File: src/rtl/uart_bit_timer_pkg.sv
// Shared definitions for the UART bit-timing engine.
//   - bt_state_e : engine state (IDLE, RUN)
//   - CLK_HZ, DIV_115200, DIV_9600 : reference clock and common bit-period divisors
//   - DEF_FRAME_BITS : default bits per frame (start + 8 data + stop)
package uart_bit_timer_pkg;

  typedef enum logic {
    IDLE = 1'b0,
    RUN  = 1'b1
  } bt_state_e;

  localparam int CLK_HZ         = 50_000_000;
  localparam int DIV_115200     = 434;
  localparam int DIV_9600       = 5208;
  localparam int DEF_FRAME_BITS = 10;

endpackage

File: src/rtl/uart_bit_timer_if.sv
// Control/status bundle between a UART RX/TX controller and its bit timer.
//   master (controller): drives start, abort, div; observes busy, sample_tick,
//                        bit_tick, bit_idx, done
//   slave  (bit timer) : the reverse
interface uart_bit_timer_if
  import uart_bit_timer_pkg::*;
#(
  parameter int DIV_W = 16,
  parameter int IDX_W = $clog2(DEF_FRAME_BITS)
);

  logic             start;
  logic             abort;
  logic [DIV_W-1:0] div;
  logic             busy;
  logic             sample_tick;
  logic             bit_tick;
  logic [IDX_W-1:0] bit_idx;
  logic             done;

  modport master (
    output start, abort, div,
    input  busy, sample_tick, bit_tick, bit_idx, done
  );

  modport slave (
    input  start, abort, div,
    output busy, sample_tick, bit_tick, bit_idx, done
  );

endinterface

File: src/rtl/uart_bit_timer.sv
// Runtime-programmable UART bit-timing engine.
// Times FRAME_BITS bits of div_q sysclk cycles each, giving one mid-bit
// sample_tick and one end-of-bit bit_tick per bit, and a done strobe on the
// last bit_tick of the frame.
//   sysclk : system clock
//   rst    : synchronous, active-high reset
//   bus    : uart_bit_timer_if slave (start/abort/div in; busy, sample_tick,
//            bit_tick, bit_idx, done out)
//
// state | meaning
// ------+---------------------------------------------------------------
// IDLE  | waiting for start; outputs low
// RUN   | timing bits; cnt_q counts cycles within the bit, bit_idx_q the bit
module uart_bit_timer
  import uart_bit_timer_pkg::*;
#(
  parameter int DIV_W      = 16,
  parameter int FRAME_BITS = DEF_FRAME_BITS,
  parameter int IDX_W      = (FRAME_BITS > 1) ? $clog2(FRAME_BITS) : 1
) (
  input logic             sysclk,
  input logic             rst,
  uart_bit_timer_if.slave bus
);

  localparam logic [IDX_W-1:0] LAST_IDX = IDX_W'(FRAME_BITS - 1);
  localparam logic [DIV_W-1:0] MIN_DIV  = DIV_W'(2);

  bt_state_e        state_q;
  logic [DIV_W-1:0] div_q;
  logic [DIV_W-1:0] div_d;
  logic [DIV_W-1:0] cnt_q;
  logic [IDX_W-1:0] bit_idx_q;

  logic run;
  logic at_mid;
  logic at_end;
  logic last_bit;

  // A period below 2 cannot place a mid-bit sample distinct from the bit
  // start, so such requests run at the minimum period instead.
  assign div_d    = (bus.div < MIN_DIV) ? MIN_DIV : bus.div;

  assign run      = (state_q == RUN);
  assign at_mid   = (cnt_q == (div_q >> 1));
  assign at_end   = (cnt_q == (div_q - DIV_W'(1)));
  assign last_bit = (bit_idx_q == LAST_IDX);

  always_ff @(posedge sysclk) begin
    if (rst) begin
      state_q   <= IDLE;
      div_q     <= MIN_DIV;
      cnt_q     <= '0;
      bit_idx_q <= '0;
    end else begin
      case (state_q)
        IDLE: begin
          if (bus.start && !bus.abort) begin
            state_q   <= RUN;
            div_q     <= div_d;
            cnt_q     <= '0;
            bit_idx_q <= '0;
          end
        end
        RUN: begin
          if (bus.abort) begin
            state_q   <= IDLE;
            cnt_q     <= '0;
            bit_idx_q <= '0;
          end else if (at_end) begin
            cnt_q <= '0;
            if (last_bit) begin
              state_q   <= IDLE;
              bit_idx_q <= '0;
            end else begin
              bit_idx_q <= bit_idx_q + IDX_W'(1);
            end
          end else begin
            cnt_q <= cnt_q + DIV_W'(1);
          end
        end
        default: state_q <= IDLE;
      endcase
    end
  end

  // Strobes are decodes of the current registers, so an abort still lets
  // this cycle's ticks through while suppressing everything after it.
  assign bus.busy        = run;
  assign bus.sample_tick = run && at_mid;
  assign bus.bit_tick    = run && at_end;
  assign bus.bit_idx     = bit_idx_q;
  assign bus.done        = run && at_end && last_bit;

endmodule
File: src/flat_wrapper.sv
// flat-port wrapper written by rule: the top's interface ports become plain ports
module uart_bit_timer_flat import uart_bit_timer_pkg::*;
#(
  parameter int DIV_W      = 16,
  parameter int FRAME_BITS = DEF_FRAME_BITS,
  parameter int IDX_W      = (FRAME_BITS > 1) ? $clog2(FRAME_BITS) : 1
)
  (sysclk, rst, bus_start, bus_abort, bus_div, bus_busy, bus_sample_tick, bus_bit_tick, bus_bit_idx, bus_done);
  uart_bit_timer_if #(.DIV_W(DIV_W), .IDX_W(IDX_W)) bus_i ();
  input logic sysclk;
  input logic rst;
  input wire logic [$bits(bus_i.start)-1:0] bus_start;
  input wire logic [$bits(bus_i.abort)-1:0] bus_abort;
  input wire logic [$bits(bus_i.div)-1:0] bus_div;
  output wire logic [$bits(bus_i.busy)-1:0] bus_busy;
  output wire logic [$bits(bus_i.sample_tick)-1:0] bus_sample_tick;
  output wire logic [$bits(bus_i.bit_tick)-1:0] bus_bit_tick;
  output wire logic [$bits(bus_i.bit_idx)-1:0] bus_bit_idx;
  output wire logic [$bits(bus_i.done)-1:0] bus_done;
  assign bus_i.start = bus_start;
  assign bus_i.abort = bus_abort;
  assign bus_i.div = bus_div;
  assign bus_busy = bus_i.busy;
  assign bus_sample_tick = bus_i.sample_tick;
  assign bus_bit_tick = bus_i.bit_tick;
  assign bus_bit_idx = bus_i.bit_idx;
  assign bus_done = bus_i.done;
  uart_bit_timer #(.DIV_W(DIV_W), .FRAME_BITS(FRAME_BITS), .IDX_W(IDX_W)) u_core (.sysclk(sysclk), .rst(rst), .bus(bus_i));
endmodule
File: config.mk
export PLATFORM = sky130hd
export DESIGN_NAME = uart_bit_timer_flat
export DESIGN_NICKNAME = d
export VERILOG_FILES = /design/src/rtl/uart_bit_timer_pkg.sv /design/src/rtl/uart_bit_timer_if.sv /design/src/rtl/uart_bit_timer.sv /design/src/flat_wrapper.sv
export SDC_FILE = /design/constraint.sdc
export NUM_CORES = 1
export LEC_CHECK = 0
export BUFFER_PORTS_ARGS = -buffer_cell sky130_fd_sc_hd__buf_2
export CORE_MARGIN = 5
export CORE_UTILIZATION = 45
export DETAILED_ROUTE_END_ITERATION = 12
export GPL_TIMING_DRIVEN = 0
export PLACE_DENSITY_LB_ADDON = 0.25
export SLEW_MARGIN = 10
export SYNTH_ARGS = -nofsm -noshare
export SYNTH_HDL_FRONTEND = slang
export SYNTH_SLANG_ARGS = --single-unit
export TNS_END_PERCENT = 10
File: constraint.sdc
create_clock -name sysclk -period 6.68 [get_ports sysclk]
set_clock_uncertainty 0.05 [all_clocks]
set_input_delay 0.334 -clock sysclk [delete_from_list [all_inputs] [get_ports sysclk]]
set_output_delay 0.334 -clock sysclk [all_outputs]
set_load 0.02 [all_outputs]
==> results of run 1 <==
[registers in the layout, indices dropped and copies added, names as in the netlist]
register            cells
u_core.div_q           16
u_core.bus.bit_idx      4
u_core.bus.busy         1
u_core.cnt_q           16
[cells by family after synthesis]
family / share of synthesized area, %
DFF: 27.6
buffers and inverters: 6.29
AOI/OAI and AO/OA: 18.1
and+or+nand+nor: 32.3
xor gates and xnor gates: 13.5
adders and majority gates: 1.86
muxes: 0.372
[Yosys cell counts (all sizes together) (3+ instances only)]
cell	number
ha	4
nand3	24
and3	4
dfxtp	37
inv	10
nor2	17
xnor2	21
a31oi	3
o21ai	19
or2	6
nor3b	6
nand4	8
nand2	57
o311ai	5
a21oi	25
or3	3
nor3	4
nor4b	3
o211ai	3
clkbuf	19
buf	9
nand2b	7
nor4	8
xor2	18
[metal layers]
metal,routed length [microns],part of all wire (%),vias to the layer above,track usage [%]
met5,0,0,-,0
met4,140,2.1,0,6.83
met3,315,4.7,12,3.41
met2,3030,46,63,30.2
met1,3160,48,1163,24.0
li1,-,-,1297,-
[critical path: cells and delay by family, from the launching register on]
kind	cells	cell delay (ps)
flip-flops	1	350
AO/OA/AOI/OAI	2	760
buffers and inverters	2	220
adder cells (fa/ha/maj)	1	310
AND/OR/NAND/NOR	4	900
[final cells by class]
type                            count  share of cell area (%)
Sequential cell                    37                    24.7
Buffer                             28                    4.38
Inverter                           10                    1.25
Tap cell                           75                    3.13
Timing Repair Buffer               27                    4.50
Clock buffer                        7                    2.88
Multi-Input combinational cell    276                    59.2
[worst max-delay path by stage]
stage | from | to | slack [ps] | cells past startpoint
2_1_floorplan | u_core.div_q[3] | bus_done | 4140 | 8
6_report | u_core.div_q[1] | bus_done | 3460 | 9
4_1_cts | u_core.div_q[0] | bus_done | 3440 | 9
5_1_grt | u_core.div_q[0] | bus_bit_tick | 3280 | 10
3_3_place_gp | u_core.div_q[1] | bus_done | 3790 | 9
3_5_place_dp | u_core.div_q[0] | bus_done | 3780 | 9
[placed cells by master (no fill, tap or decap), drive strengths merged, types with 4 or more instances in the layout]
master	n
a21oi	25
and3	4
buf	36
clkbuf	26
dfxtp	37
ha	4
inv	10
nand2	57
nand2b	7
nand3	24
nand4	8
nor2	17
nor3	4
nor3b	6
nor4	8
o21ai	19
o311ai	5
or2	6
xnor2	21
xor2	18
[power by group]
part	internal (mW)	leakage (nW)	switching, mW
clock network	0.0819	0.0443	0.0796
registers	0.226	0.300	0.00600
logic	0.0355	0.781	0.0526
total	0.343	1.13	0.138
[stage by stage]
stage | hold slack [ps] | instance area, sq um | power, mW
floorplan | 412 | 2690 | 0.300
global route | 233 | 3000 | 0.504
detailed placement | 434 | 2920 | 0.324
CTS | 217 | 3000 | 0.485
finish | 226 | 3000 | 0.481
global placement | 427 | 2920 | 0.323
==> results.md, run 1 <==
Hold path:
- The path class of the tightest hold or removal check is primary input to register.
- The number of cells on the worst hold path is 3.
- The worst hold path begins at bus_div[1].
- The path with the worst hold slack has its endpoint at u_core.div_q[1].

GRT:
- The all-layer global routing usage is 18.5%.
- For this run the aggregate overflow at the end of global routing stands at 0.
- The first global-routing pass estimated 11.1 mm of wire.
- The number of global-route vias before repair came to 2346.
- The initial antenna violation count is 0.
- The largest net degree at the start of global routing is 11.

Critical path:
- The register-to-register setup slack is 3880 ps.
- The data arrival time of the worst path is 2840 ps.
- Of all nets on the critical path, the largest fanout is 7.
- The sort of element at the start of the critical path is a register.
- Counting cells, the worst reg-to-reg path comes to 10.
- The kind of critical path is register to output pin.
- The cell with the largest stage delay on the worst path is sky130_fd_sc_hd__o41ai_4.
- The nature of the critical path endpoint is an output pin.
- The signal on the critical path passes through inv_1 > ha_1 > nand2b_1 > o41ai_4 > nand3b_2 > nor4b_1 > o2111a_1 > and3_1 > buf_2.
- STA puts the critical path data required time at 6300 ps.
- In this design, the stage delay of the slowest critical-path cell is 440 ps.
- The startpoint of the lowest-slack register-to-register path is u_core.div_q[4].
- The endpoint of the worst-slack reg-to-reg timing path is u_core.cnt_q[11].

CTS:
- The TritonCTS clock tree is built.
- The CTS sink count is 37.
- Buffers inserted during clock tree synthesis total 5.
- After clock tree synthesis, the clock-pin slew on the worst setup and hold paths is 70 ps.
- The hold buffer count at cts is 0.
- The source-to-sink clock delay at the later pin of the worst-skew pair is 290 ps.
- The number of levels in the clock H-tree is 2.
- The cell at the root of the clock tree is sky130_fd_sc_hd__clkbuf_8.
- The clock passes through at most 2 buffers.
- Once the clock tree was built, the setup fixing pass inserted 0 buffers.
- Post-CTS repair changed the size of 0 cells.

Synthesis:
- The part of the Yosys area used for sequential elements is 27.6%.
- After technology mapping, the gate count stands at 351.
- The post-synthesis instance area is 2690 sq um.
- The largest total area in the synthesized netlist belongs to sky130_fd_sc_hd__dfxtp_1.
- After synthesis, the cell types taking the most area are sky130_fd_sc_hd__dfxtp_1 28%, sky130_fd_sc_hd__nand2_1 8.0%, sky130_fd_sc_hd__xnor2_1 6.8%.
- The share of synthesized flip-flops with an asynchronous set or reset is 0%.
- After synthesis the netlist holds a flip-flop and latch count of 37.
- A synthesized cell averages 7.66 sq um.
- The synthesized design contains 0 enable-type register cells.
- The share of synthesized area in the top cell type comes to 27.6%.
- The most used flip-flop cell after synthesis is sky130_fd_sc_hd__dfxtp_1.
- The number of warnings printed during yosys synthesis is 0.
- The number of nets in the synthesized netlist is 375.
- After synthesis, the netlist uses 58 different library cells.

Final layout:
- Across the whole layout, storage elements account for 741 sq um.
- The relative area change from synthesis to final layout is 11.7%.
- The final-stage net count is 409.
- The finished layout holds 460 standard cells, fillers aside.
- The final core area utilization is 51.3%.
- The repair_antennas step left the layout with diodes totalling 0.
- The filler cell count in the final layout is 561.
- The proportion of layout cells with a drive suffix above 1 is 16.4%.
- The footprint of the multi-input gates is 1780 sq um.

Place:
- OpenSTA, run right after detailed placement, puts the worst setup slack at 3780 ps.
- Counting tap cells, the placed design contains a total of 453 instances.
- Detailed placement finished with a half-perimeter wire length of 5.06 mm.
- During placement, the flow inserted port buffers numbering 27.
- The last weighted congestion value of the routability-driven placer is 0.888.

Power:
- Summed over all cells, the static leakage comes to 1.13 nW.
- The largest vdd supply drop is 0.103 mV.
- The power density over the cells is 160 nW/um^2.

Drt:
- The count of antenna-violating nets left after detailed routing is 0.
- Across all layers, the routed design uses 2535 vias.
- The total routed wirelength is 6.65 mm.
- The number of DRC violations after detailed-routing iteration 0 is 118.
- In the routed layout, each cell is associated on average with a via count of 5.51.
- For this run, design rule violations remaining after detail routing come to 0.
- After detailed routing, the average wire length per cell comes to 14.5 microns.
- The total iterations of the first detailed-routing run is 4.

Timing:
- The count of pins over their slew limit is 0.
- Once routing completed, OpenROAD measured the worst setup slack at 3460 ps.
- Setup violations remaining at the end of the flow were counted as 0.
- In the final timing run, aggregate negative setup slack is 0 ps.
- The normalized max-slew margin is 54.7%.
- Setup repair after global routing left no endpoint under its margin.
- The transition time at the pin with the least slew margin is 677 ps.
- The maximum clock rate is 311 MHz.
- The minimum clock period after layout is 3220 ps.
- The share of the cycle needed by the critical path after routing is 48.2%.
- The final hold violation count is 0.

Floorplan:
- The number of placement rows is 28.
- The area of the core region is 5850 sq um.
- The die is 87.3 microns tall.
- The initial cell density of the core is 45.9%.
- The top-level I/O count is 28.
- The floorplan step set the die width to 87.3 microns.
- The area of the die is 7620 sq um.

Job:
- Across the run, the number of max-cap violations was 0.

Status:
- The flow ran to the end, and the final reports show no timing, DRC or antenna violations.
Power figures use the tool's default switching activity.
==> run 2: changes to the inputs <==
Clock period 6.68 ns to 3 ns, I/O delays scaled along.
==> run 2 against run 1 <==
  * Routed wire length increased by 0.47%
  * Critical path depth stayed put
  * Sequential cell count stayed put
  * Critical path type unchanged
  * Via count stayed put
  * Clock power up 120%
  * Sequential power rose by 120%
  * Combinational power is 130% higher
  * Final cell count grew 0.65%
  * First-iteration DRC count up 12%
  * Design area grew 1.5%
  * Largest cell class unchanged
  * Core utilization increased by 0.77 points
==> results.md, run 2 (synthesized netlist as in run 1, its figures left out) <==
Timing:
- The worst hold-check slack is 40.5 ps.
- The normalized max-slew margin is 55.0%.
- The slack of the critical path is 125 ps.
- The worst path uses 95.8% of the clock period.
- The accumulated negative setup slack is 0 ps.
- The setup violation total in the final timing report is 0.
- The final hold violation count is 0.
- The minimum clock period after layout is 2870 ps.
- The maximum clock rate is 348 MHz.
- The count of pins over their slew limit is 0.
- The transition time at the pin with the least slew margin is 673 ps.
- Setup repair after global routing left no endpoint under its margin.

Final layout:
- In the final layout, the share of cells above drive strength 1 is 18.3%.
- The layout has 553 filler cells.
- The relative area change from synthesis to final layout is 13.4%.
- The top cell types in the final layout, fill and taps aside, are 57 x sky130_fd_sc_hd__nand2_1, 37 x sky130_fd_sc_hd__dfxtp_1, 33 x sky130_fd_sc_hd__buf_2.
- The final-stage net count is 412.
- Once layout is complete, the utilization of the core stands at 52.1%.
- The most common cell after layout, fill and taps aside is sky130_fd_sc_hd__nand2_1.
- The repair_antennas step left the layout with diodes totalling 0.
- The final cell count without fillers is 463.

Floorplan:
- The number of placement rows is 28.
- The region available for standard cell placement spans 5850 sq um.
- During I/O placement, the number of pins put on the boundary was 28.
- The die boundary width is 87.3 microns.
- The die covers 7620 sq um.
- The die is 87.3 microns tall.
- For this configuration, the core starts out at a cell density of 45.9%.

CTS:
- The number of levels in the clock H-tree is 2.
- The hold buffer count at cts is 0.
- The number of buffers created by CTS is 5.
- The clock transition at the registers of the reported paths is 70 ps.
- The TritonCTS clock tree is built.
- For the worst-skew pair, the clock arrives at the later sink with an insertion delay of 290 ps.
- The CTS sink count is 37.
- The number of buffers on the longest clock path is 2.
- CTS placed an instance of sky130_fd_sc_hd__clkbuf_8 at the clock tree root.

GRT:
- The first global-routing pass estimated 11.1 mm of wire.
- The total grt overflow is 0.
- The all-layer global routing usage is 18.5%.
- The initial antenna violation count is 0.
- The largest net degree at the start of global routing is 11.
- The number of global-route vias before repair was 2346.

Drt:
- The routed design has 6.68 mm of wire.
- The detail-routed via count per cell is 5.48.
- The routed wire length per instance is 14.4 microns.
- For this block, the initial DRC count from the detailed router was 132.
- The post-route DRC violation count is 0.
- The first detailed-routing pass took 4 iterations.
- The final route contains 2535 vias.
- The detail route stage leaves a number of antenna-violating nets equal to 0.

Critical path:
- The worst register-to-register path has a depth of 10.
- Counting buffers and inverters, the worst setup path is 9 cells deep.
- The largest fanout on the critical path is 8.
- STA puts the critical path data arrival time at 2670 ps.
- STA classifies the critical path startpoint as a register.
- STA classifies the critical path endpoint as an output pin.
- The cell with the largest stage delay on the worst path is sky130_fd_sc_hd__or4_4.
- The critical path contains buffers and inverters numbering 2 combined.
- The kind of cell with the highest combined delay along the critical path is simple AND/OR/NAND/NOR gates.
- Traced cell by cell, the critical path runs through buf_6 > or4_4 > nor3_4 > xnor2_1 > o21ai_1 > nor4b_1 > o2111a_2 > and3_1 > buf_2.
- The endpoint of the worst-slack reg-to-reg timing path is u_core.cnt_q[11].
- In this run the critical register-to-register path is launched from u_core.div_q[8].
- The worst path required time is 2800 ps.
- For flop-to-flop paths, the worst setup slack is 290 ps.
- The worst setup path is of the register to output pin kind.
- For this run, the slowest stage of the critical path takes 580 ps.

Hold path:
- For hold timing, the worst endpoint is u_core.div_q[1].
- The worst hold path passes through 3 cells.
- The hold path startpoint is bus_div[1].
- The type of the tightest min-delay check is primary input to register.

Place:
- The worst-case setup slack after placement is 255 ps.
- The congestion estimate from routability-driven global placement came to 0.888.
- Port buffering added 27 buffers.
- Once detailed placement completed, the half-perimeter wirelength came to 5.06 mm.
- The number of placed cells counting well taps is 453.

Status:
- The run finished with clean final reports.

Power:
- The static leakage power is 1.14 nW.
- For this design the ratio of total power to cell area is 355 nW/um^2.
- Across the VDD grid, the largest voltage drop is 0.232 mV.

Job:
- The number of max-capacitance violations reported is 0.
[run 2: tightest hold or removal path: stages]
cell and delay [ps]:
sky130_fd_sc_hd__buf_2 90, sky130_fd_sc_hd__o22ai_1 60, sky130_fd_sc_hd__nand2b_1 60
[run 2: stage by stage]
stage	area [sq um]	total power, mW
floorplan	2690	0.667
global placement	2920	0.718
detailed placement	2920	0.721
CTS	3010	1.08
global route	3050	1.13
finish	3050	1.08
[run 2: worst max-delay path by stage]
stage               slack [ps]                to       startpoint
floorplan                  640          bus_done  u_core.div_q[3]
global placement           240  u_core.cnt_q[11]  u_core.div_q[4]
detailed placement         250  u_core.cnt_q[11]  u_core.div_q[4]
CTS                         30          bus_done  u_core.div_q[0]
global route                30      bus_bit_tick  u_core.div_q[0]
finish                     130          bus_done  u_core.div_q[3]
[run 2: power by group]
part | switching, mW | leakage, nW | total (mW) | internal, mW
registers | 0.0135 | 0.300 | 0.516 | 0.502
logic | 0.120 | 0.799 | 0.205 | 0.0853
clock network | 0.180 | 0.0443 | 0.362 | 0.182
[run 2: layer usage]
layer	track usage (%)	vias to the layer above	share of wire [%]
met2	30.2	53	46
met4	6.83	0	1.4
met1	24.0	1171	48
met5	0	-	0
li1	-	1304	-
met3	3.41	7	4.2
[run 2: repair_timing]
action	in CTS	in global routing
resized for setup	1	5
pin swaps	0	2
endpoints found under the hold margin	0	0
cloned	0	0
setup buffers	0	3
endpoints found under the setup margin	2	2
[run 2: area by class of cell]
type / instances / area (sq um) / share of cell area [%]
timing repair buffer: 30 / 158 / 5.17
clock buffer: 7 / 86.3 / 2.83
sequential: 37 / 741 / 24.3
inverter: 10 / 37.5 / 1.23
multi-input combinational: 276 / 1800 / 59.1
buffer: 28 / 131 / 4.31
tap: 75 / 93.8 / 3.08
